--- src/rtl/alu_step_sequencer_pkg.sv ---
// Shared types and constants for the ALU control-step sequencer.
// States, IR field layout, datapath strobe bundle and defaults.
package alu_seq_pkg;

  localparam int IR_W = 32;
  localparam int IR_MSB = IR_W - 1;

  localparam int OPC_W_DEF = 5;
  localparam int NREG_DEF = 16;
  localparam int INCPC_OP_DEF = 12;
  localparam int MEM_WAIT_MAX_DEF = 15;

  localparam logic [2:0] S_IDLE = 3'd0;
  localparam logic [2:0] S_T0 = 3'd1;
  localparam logic [2:0] S_T1 = 3'd2;
  localparam logic [2:0] S_T2 = 3'd3;
  localparam logic [2:0] S_T3 = 3'd4;
  localparam logic [2:0] S_T4 = 3'd5;
  localparam logic [2:0] S_T5 = 3'd6;
  localparam logic [2:0] S_HALT = 3'd7;

  typedef struct packed {
    logic PCout;
    logic MARin;
    logic Zin;
    logic Zlowout;
    logic PCin;
    logic Read;
    logic MDRin;
    logic MDRout;
    logic IRin;
    logic Yin;
  } ctrl_t;

endpackage

--- src/rtl/alu_step_sequencer_if.sv ---
// Sequencer <-> datapath bundle: run/IR/memory status in,
// control strobes and status out.
interface alu_step_sequencer_if
  import alu_seq_pkg::*;
#(
  parameter int OPC_W = OPC_W_DEF,
  parameter int NREG = NREG_DEF
);
  logic run;
  logic [IR_W-1:0] ir;
  logic mem_done;

  logic PCout, MARin, Zin, Zlowout, PCin;
  logic Read, MDRin, MDRout, IRin, Yin;
  logic [NREG-1:0] Rout;
  logic [NREG-1:0] Rin;
  logic [OPC_W-1:0] alu_op;
  logic busy, instr_done, illegal, timeout;

  modport master (
    input run, ir, mem_done,
    output PCout, MARin, Zin, Zlowout, PCin,
    output Read, MDRin, MDRout, IRin, Yin,
    output Rout, Rin, alu_op,
    output busy, instr_done, illegal, timeout
  );

  modport slave (
    output run, ir, mem_done,
    input PCout, MARin, Zin, Zlowout, PCin,
    input Read, MDRin, MDRout, IRin, Yin,
    input Rout, Rin, alu_op,
    input busy, instr_done, illegal, timeout
  );
endinterface

--- src/rtl/alu_step_sequencer_reg_sel_decoder.sv ---
// Register select field to one-hot enable vector,
// all-zero when not enabled.
module reg_sel_decoder #(
  parameter int NREG = 16,
  parameter int SEL_W = $clog2(NREG)
) (
  input  logic             en,
  input  logic [SEL_W-1:0] sel,
  output logic [NREG-1:0]  onehot
);

  always_comb begin
    onehot = '0;
    if (en) onehot[sel] = 1'b1;
  end

endmodule

--- src/rtl/alu_step_sequencer.sv ---
// Moore FSM issuing T0..T5 datapath strobes for fetch and
// register-register ALU execute, with memory wait and halt.
module alu_step_sequencer
  import alu_seq_pkg::*;
#(
  parameter int OPC_W = OPC_W_DEF,
  parameter int NREG = NREG_DEF,
  parameter int INCPC_OP = INCPC_OP_DEF,
  parameter logic [(1<<OPC_W)-1:0] ALU_OP_MASK = '1,
  parameter int MEM_WAIT_MAX = MEM_WAIT_MAX_DEF
) (
  input logic clk,
  input logic clr,
  alu_step_sequencer_if.master bus
);

  localparam int SEL_W = $clog2(NREG);
  localparam int CNT_W = $clog2(MEM_WAIT_MAX + 1);
  localparam int OPC_LSB = IR_MSB + 1 - OPC_W;
  localparam int RA_LSB = OPC_LSB - SEL_W;
  localparam int RB_LSB = RA_LSB - SEL_W;
  localparam int RC_LSB = RB_LSB - SEL_W;
  localparam logic [CNT_W-1:0] WAIT_MAX = CNT_W'(MEM_WAIT_MAX);
  localparam logic [OPC_W-1:0] INC_OP = OPC_W'(INCPC_OP);

  logic [2:0] state_q, state_d;
  logic first_q, first_d;
  logic [CNT_W-1:0] cnt_q, cnt_d, cnt_inc;

  logic [OPC_W-1:0] opcode;
  logic [SEL_W-1:0] ra, rb, rc;
  logic legal;
  logic ir_unused;

  assign opcode = bus.ir[IR_MSB -: OPC_W];
  assign ra = bus.ir[RA_LSB +: SEL_W];
  assign rb = bus.ir[RB_LSB +: SEL_W];
  assign rc = bus.ir[RC_LSB +: SEL_W];
  assign legal = ALU_OP_MASK[opcode];
  assign ir_unused = ^bus.ir[RC_LSB-1:0];
  assign cnt_inc = cnt_q + 1'b1;

  always_comb begin
    state_d = state_q;
    first_d = 1'b0;
    cnt_d = cnt_q;
    case (state_q)
      S_IDLE: if (bus.run) state_d = S_T0;
      S_T0: begin
        state_d = S_T1;
        first_d = 1'b1;
        cnt_d = '0;
      end
      S_T1: begin
        if (bus.mem_done) begin
          state_d = S_T2;
          cnt_d = '0;
        end else begin
          cnt_d = cnt_inc;
          if (cnt_inc == WAIT_MAX) state_d = S_HALT;
        end
      end
      S_T2: state_d = S_T3;
      S_T3: begin
        if (legal) state_d = S_T4;
        else state_d = bus.run ? S_T0 : S_IDLE;
      end
      S_T4: state_d = S_T5;
      S_T5: state_d = bus.run ? S_T0 : S_IDLE;
      S_HALT: state_d = S_HALT;
      default: state_d = S_IDLE;
    endcase
  end

  always_ff @(posedge clk or posedge clr) begin
    if (clr) begin
      state_q <= S_IDLE;
      first_q <= 1'b0;
      cnt_q <= '0;
    end else begin
      state_q <= state_d;
      first_q <= first_d;
      cnt_q <= cnt_d;
    end
  end

  ctrl_t ctrl;
  logic rout_en, rin_en;
  logic [SEL_W-1:0] rout_sel;
  logic [OPC_W-1:0] alu_op;
  logic illegal, instr_done;
  logic [NREG-1:0] rout_oh, rin_oh;

  always_comb begin
    ctrl = '0;
    rout_en = 1'b0;
    rout_sel = rb;
    rin_en = 1'b0;
    alu_op = '0;
    illegal = 1'b0;
    instr_done = 1'b0;
    unique case (1'b1)
      (state_q == S_T0): begin
        ctrl.PCout = 1'b1;
        ctrl.MARin = 1'b1;
        ctrl.Zin = 1'b1;
        alu_op = INC_OP;
      end
      // PC load only on the first T1 cycle so waits don't re-increment
      (state_q == S_T1): begin
        ctrl.Zlowout = first_q;
        ctrl.PCin = first_q;
        ctrl.Read = 1'b1;
        ctrl.MDRin = 1'b1;
      end
      (state_q == S_T2): begin
        ctrl.MDRout = 1'b1;
        ctrl.IRin = 1'b1;
      end
      (state_q == S_T3): begin
        ctrl.Yin = legal;
        rout_en = legal;
        illegal = !legal;
      end
      (state_q == S_T4): begin
        ctrl.Zin = 1'b1;
        rout_en = 1'b1;
        rout_sel = rc;
        alu_op = opcode;
      end
      (state_q == S_T5): begin
        ctrl.Zlowout = 1'b1;
        rin_en = 1'b1;
        instr_done = 1'b1;
      end
      default: ;
    endcase
  end

  reg_sel_decoder #(.NREG(NREG), .SEL_W(SEL_W)) u_rout_dec (
    .en(rout_en),
    .sel(rout_sel),
    .onehot(rout_oh)
  );

  reg_sel_decoder #(.NREG(NREG), .SEL_W(SEL_W)) u_rin_dec (
    .en(rin_en),
    .sel(ra),
    .onehot(rin_oh)
  );

  assign bus.PCout = ctrl.PCout;
  assign bus.MARin = ctrl.MARin;
  assign bus.Zin = ctrl.Zin;
  assign bus.Zlowout = ctrl.Zlowout;
  assign bus.PCin = ctrl.PCin;
  assign bus.Read = ctrl.Read;
  assign bus.MDRin = ctrl.MDRin;
  assign bus.MDRout = ctrl.MDRout;
  assign bus.IRin = ctrl.IRin;
  assign bus.Yin = ctrl.Yin;
  assign bus.Rout = rout_oh;
  assign bus.Rin = rin_oh;
  assign bus.alu_op = alu_op;
  assign bus.busy = (state_q != S_IDLE);
  assign bus.instr_done = instr_done;
  assign bus.illegal = illegal;
  assign bus.timeout = (state_q == S_HALT);

endmodule

--- src/flat_wrapper.sv ---
// flat-port wrapper written by rule: the top's interface ports become plain ports
module alu_step_sequencer_flat import alu_seq_pkg::*;
#(
  parameter int OPC_W = OPC_W_DEF,
  parameter int NREG = NREG_DEF,
  parameter int INCPC_OP = INCPC_OP_DEF,
  parameter logic [(1<<OPC_W)-1:0] ALU_OP_MASK = '1,
  parameter int MEM_WAIT_MAX = MEM_WAIT_MAX_DEF
)
  (clk, clr, bus_run, bus_ir, bus_mem_done, bus_PCout, bus_MARin, bus_Zin, bus_Zlowout, bus_PCin, bus_Read, bus_MDRin, bus_MDRout, bus_IRin, bus_Yin, bus_Rout, bus_Rin, bus_alu_op, bus_busy, bus_instr_done, bus_illegal, bus_timeout);
  alu_step_sequencer_if #(.OPC_W(OPC_W), .NREG(NREG)) bus_i ();
  input logic clk;
  input logic clr;
  input wire logic [$bits(bus_i.run)-1:0] bus_run;
  input wire logic [$bits(bus_i.ir)-1:0] bus_ir;
  input wire logic [$bits(bus_i.mem_done)-1:0] bus_mem_done;
  output wire logic [$bits(bus_i.PCout)-1:0] bus_PCout;
  output wire logic [$bits(bus_i.MARin)-1:0] bus_MARin;
  output wire logic [$bits(bus_i.Zin)-1:0] bus_Zin;
  output wire logic [$bits(bus_i.Zlowout)-1:0] bus_Zlowout;
  output wire logic [$bits(bus_i.PCin)-1:0] bus_PCin;
  output wire logic [$bits(bus_i.Read)-1:0] bus_Read;
  output wire logic [$bits(bus_i.MDRin)-1:0] bus_MDRin;
  output wire logic [$bits(bus_i.MDRout)-1:0] bus_MDRout;
  output wire logic [$bits(bus_i.IRin)-1:0] bus_IRin;
  output wire logic [$bits(bus_i.Yin)-1:0] bus_Yin;
  output wire logic [$bits(bus_i.Rout)-1:0] bus_Rout;
  output wire logic [$bits(bus_i.Rin)-1:0] bus_Rin;
  output wire logic [$bits(bus_i.alu_op)-1:0] bus_alu_op;
  output wire logic [$bits(bus_i.busy)-1:0] bus_busy;
  output wire logic [$bits(bus_i.instr_done)-1:0] bus_instr_done;
  output wire logic [$bits(bus_i.illegal)-1:0] bus_illegal;
  output wire logic [$bits(bus_i.timeout)-1:0] bus_timeout;
  assign bus_i.run = bus_run;
  assign bus_i.ir = bus_ir;
  assign bus_i.mem_done = bus_mem_done;
  assign bus_PCout = bus_i.PCout;
  assign bus_MARin = bus_i.MARin;
  assign bus_Zin = bus_i.Zin;
  assign bus_Zlowout = bus_i.Zlowout;
  assign bus_PCin = bus_i.PCin;
  assign bus_Read = bus_i.Read;
  assign bus_MDRin = bus_i.MDRin;
  assign bus_MDRout = bus_i.MDRout;
  assign bus_IRin = bus_i.IRin;
  assign bus_Yin = bus_i.Yin;
  assign bus_Rout = bus_i.Rout;
  assign bus_Rin = bus_i.Rin;
  assign bus_alu_op = bus_i.alu_op;
  assign bus_busy = bus_i.busy;
  assign bus_instr_done = bus_i.instr_done;
  assign bus_illegal = bus_i.illegal;
  assign bus_timeout = bus_i.timeout;
  alu_step_sequencer #(.OPC_W(OPC_W), .NREG(NREG), .INCPC_OP(INCPC_OP), .ALU_OP_MASK(ALU_OP_MASK), .MEM_WAIT_MAX(MEM_WAIT_MAX)) u_core (.clk(clk), .clr(clr), .bus(bus_i));
endmodule
--- config.mk ---
export PLATFORM = sky130hd
export DESIGN_NAME = alu_step_sequencer_flat
export DESIGN_NICKNAME = d
export VERILOG_FILES = /design/src/rtl/alu_step_sequencer_pkg.sv /design/src/rtl/alu_step_sequencer_if.sv /design/src/rtl/alu_step_sequencer_reg_sel_decoder.sv /design/src/rtl/alu_step_sequencer.sv /design/src/flat_wrapper.sv
export SDC_FILE = /design/constraint.sdc
export NUM_CORES = 1
export LEC_CHECK = 0
export BUFFER_PORTS_ARGS = -buffer_cell sky130_fd_sc_hd__buf_2
export CAP_MARGIN = 20
export CELL_PAD_IN_SITES_DETAIL_PLACEMENT = 1
export CELL_PAD_IN_SITES_GLOBAL_PLACEMENT = 2
export CORE_MARGIN = 2
export CORE_UTILIZATION = 17
export CTS_CLUSTER_SIZE = 20
export DETAILED_ROUTE_END_ITERATION = 10
export PLACE_DENSITY_LB_ADDON = 0.1
export SYNTH_ARGS = -nofsm -noshare
export SYNTH_HDL_FRONTEND = slang
export SYNTH_SLANG_ARGS = --single-unit
--- constraint.sdc ---
create_clock -name clk -period 3 [get_ports clk]
set_input_delay 0.45 -clock clk [delete_from_list [all_inputs] [get_ports clk]]
set_output_delay 0.45 -clock clk [all_outputs]
set_load 0.01 [all_outputs]
==> results.ini <==
[logic_synthesis]
synthTopCellsByArea=dfrtp_1, nor2_1, nand2_1
yosysMostFrequentCell=nor2_1
synth-edff-count=0
ys_ff_latch=8
synthArstFlopShare_pct=100
synth.net_count=176
yosysSeqAreaShare_pct=21.7
netlist_area_um2=921
syn_area_per_cell_um2=6.67
synth_flop_cell=dfrtp_1
synth_common_cells=nor2_1, nand2_1, dfrtp_1, o21ai_0, inv_1
netlist_instances=138
netlist.area_leader.share_pct=21.7
yosysWarnings=0
synth_cell_types=37
synth_area_leader_cell=dfrtp_1

[cts]
clkTransAtPathRegs_ns=0.04
cts_buffer_depth=2
worstSkewPairLatency_ns=0.23
cts_root_buffer=clkbuf_8
clock_sinks=8
cts_tree=done
hold_buffers=0
htreeDepth=1
cts_setup_buffers=0
post_cts_resized=0
cts_buffers=3

[sta]
fmax_mhz=413
setup_viol=0
worstMarginPinSlew_ns=0.569
slew_headroom_pct=62.1
clock_skew_ns=0.000295
finalHoldViolCount=0
final.setup.worst_slack_ns=0.577
post-route-period-util_pct=80.8
maxSlewViolCount=0
min_period_ns=2.42
rsz0062_at_grt=false
fin_tns_setup_ns=0

[worst_setup_path]
arrival_ns=1.97
worst_r2r_path_depth=4
r2r-start=u_core.state_q[2]$_DFFE_PP0P_
worst_setup_path_start_kind=flop
rr_endpoint=u_core.state_q[0]$_DFFE_PP0P_
crit_end=bus_Rout[4]
crit_start=u_core.state_q[1]$_DFFE_PP0P_
crit_type=flop to output port
critPathMaxFanout=16
r2r_setup_slack_ns=1.37
cp.required_ns=2.55
cp-end-kind=output port

[floorplan]
die_w_um=77.6
io_pins=87
start_util_pct=17.8
floorplan.rows=26
die_height_um=77.6
die_area_um2=6020
core_area_um2=5170

[global_routing]
grt_pass1_wl_um=5720
grt_max_degree=18
grt_pass1_vias=1213
antenna_found_initial=0
grtUsageTotal_pct=11.5
gr-total-overflow=0

[routing]
drt.antenna.violating_nets=0
wl_per_cell_um=12.5
drc_errors=0
drt_pre_antenna_iters=4
avgViaCountPerCell=4.33
drt-initial-drc-count=11
drt_wl_total_um=3410
vias=1177

[final_layout]
antenna_cells=0
drive_gt1_share_pct=39.1
syn_to_final_growth_pct=46.7
fill_cells=671
nets=242

[placed_design]
io_buffers=70
place_ws_ns=0.797
place_congestion=0.713
dp_hpwl_um=2800

[run_status]
status=finished, final reports clean

[pwr]
ir_drop_mv=0.306
total_power_uw=880
p_per_area_nw_per_um2=651
p_leak_nw=0.782

[flow_run]
maxCapViolations=0

[hold_path]
hold_class=primary input to asynchronous set/reset pin

-- metrics by stage --
stage                     hold WS [ns]  util [%]  instance area (um^2)  instances
after CTS                        0.178      26.1                  1350        272
final                            0.168      26.1                  1350        272
after global routing             0.199      26.1                  1350        272
after detailed placement         0.428      25.3                  1310        269
after floorplan                  0.266         -                   921        138
after global placement           0.425      25.3                  1310        269
-- registers in the layout, summed over array words and instances (netlist names) --
name / flops
u_core.cnt_q: 4
u_core.state_q: 3
u_core.first_q: 1
-- cell type report --
| cell class | count | area [um^2] | share of cell area [%] |
|---|---|---|---|
| Clock buffer | 3 | 41.3 | 3.06 |
| Inverter | 7 | 26.3 | 1.94 |
| Multi-Input combinational cell | 113 | 638 | 47.2 |
| Sequential cell | 8 | 200 | 14.8 |
| Tap cell | 70 | 87.6 | 6.48 |
| Timing Repair Buffer | 71 | 358 | 26.5 |
-- layout by cell type (no fill, tap or decap), types with 3 or more instances in the layout --
master,count
o21ai_0,8
nand2_1,11
clkbuf_8,3
buf_2,70
dfrtp_1,8
and3_1,6
inv_1,7
nand2b_1,6
mux2i_1,4
nor3_1,6
a21oi_1,5
or3_1,3
nor2_1,37
-- worst max-delay path, stage by stage (launching register included) --
cell and delay (ns):
dfrtp_1 0.68, nand3b_4 0.28, mux2i_1 0.34, nand2b_1 0.24, nor2_1 0.07, buf_2 0.14
-- how the worst min path moves through the flow --
stage / from / end / cells past startpoint
after floorplan: clr / u_core.cnt_q[0]$_DFFE_PP0P_ / 1
after global placement: clr / u_core.first_q$_DFF_PP0_ / 2
after detailed placement: clr / u_core.first_q$_DFF_PP0_ / 2
after CTS: clr / u_core.cnt_q[0]$_DFFE_PP0P_ / 2
after global routing: clr / u_core.cnt_q[0]$_DFFE_PP0P_ / 2
final: clr / u_core.first_q$_DFF_PP0_ / 2
-- cells by family (layout without fill, tap and decap cells) --
| family | Yosys count | after routing | synth area share [%] |
|---|---|---|---|
| XOR/XNOR | 1 | 1 | 0.951 |
| AO/OA/AOI/OAI | 20 | 20 | 12.8 |
| other | 1 | 1 | 0.407 |
| flip-flops | 8 | 8 | 21.7 |
| buffers and inverters | 17 | 81 | 8.97 |
| AND/OR/NAND/NOR | 84 | 84 | 46.9 |
| multiplexers | 5 | 5 | 5.57 |
| adder cells (fa/ha/maj) | 2 | 2 | 2.72 |
-- power breakdown --
group          switching, mW  internal [mW]  total (mW)
registers              0.110          0.144       0.254
clock network         0.0480         0.0875       0.135
logic                  0.280          0.211       0.490
-- layer usage --
| layer | global-route usage [%] | part of all wire, % | up-vias |
|---|---|---|---|
| met5 | 0 | 0 | - |
| met4 | 3.21 | 0.47 | 0 |
| met3 | 2.09 | 5.5 | 4 |
| met2 | 20.1 | 49 | 36 |
| met1 | 14.5 | 45 | 543 |
| li1 | - | - | 594 |
Note: power is estimated with default switching activity, not from simulation.
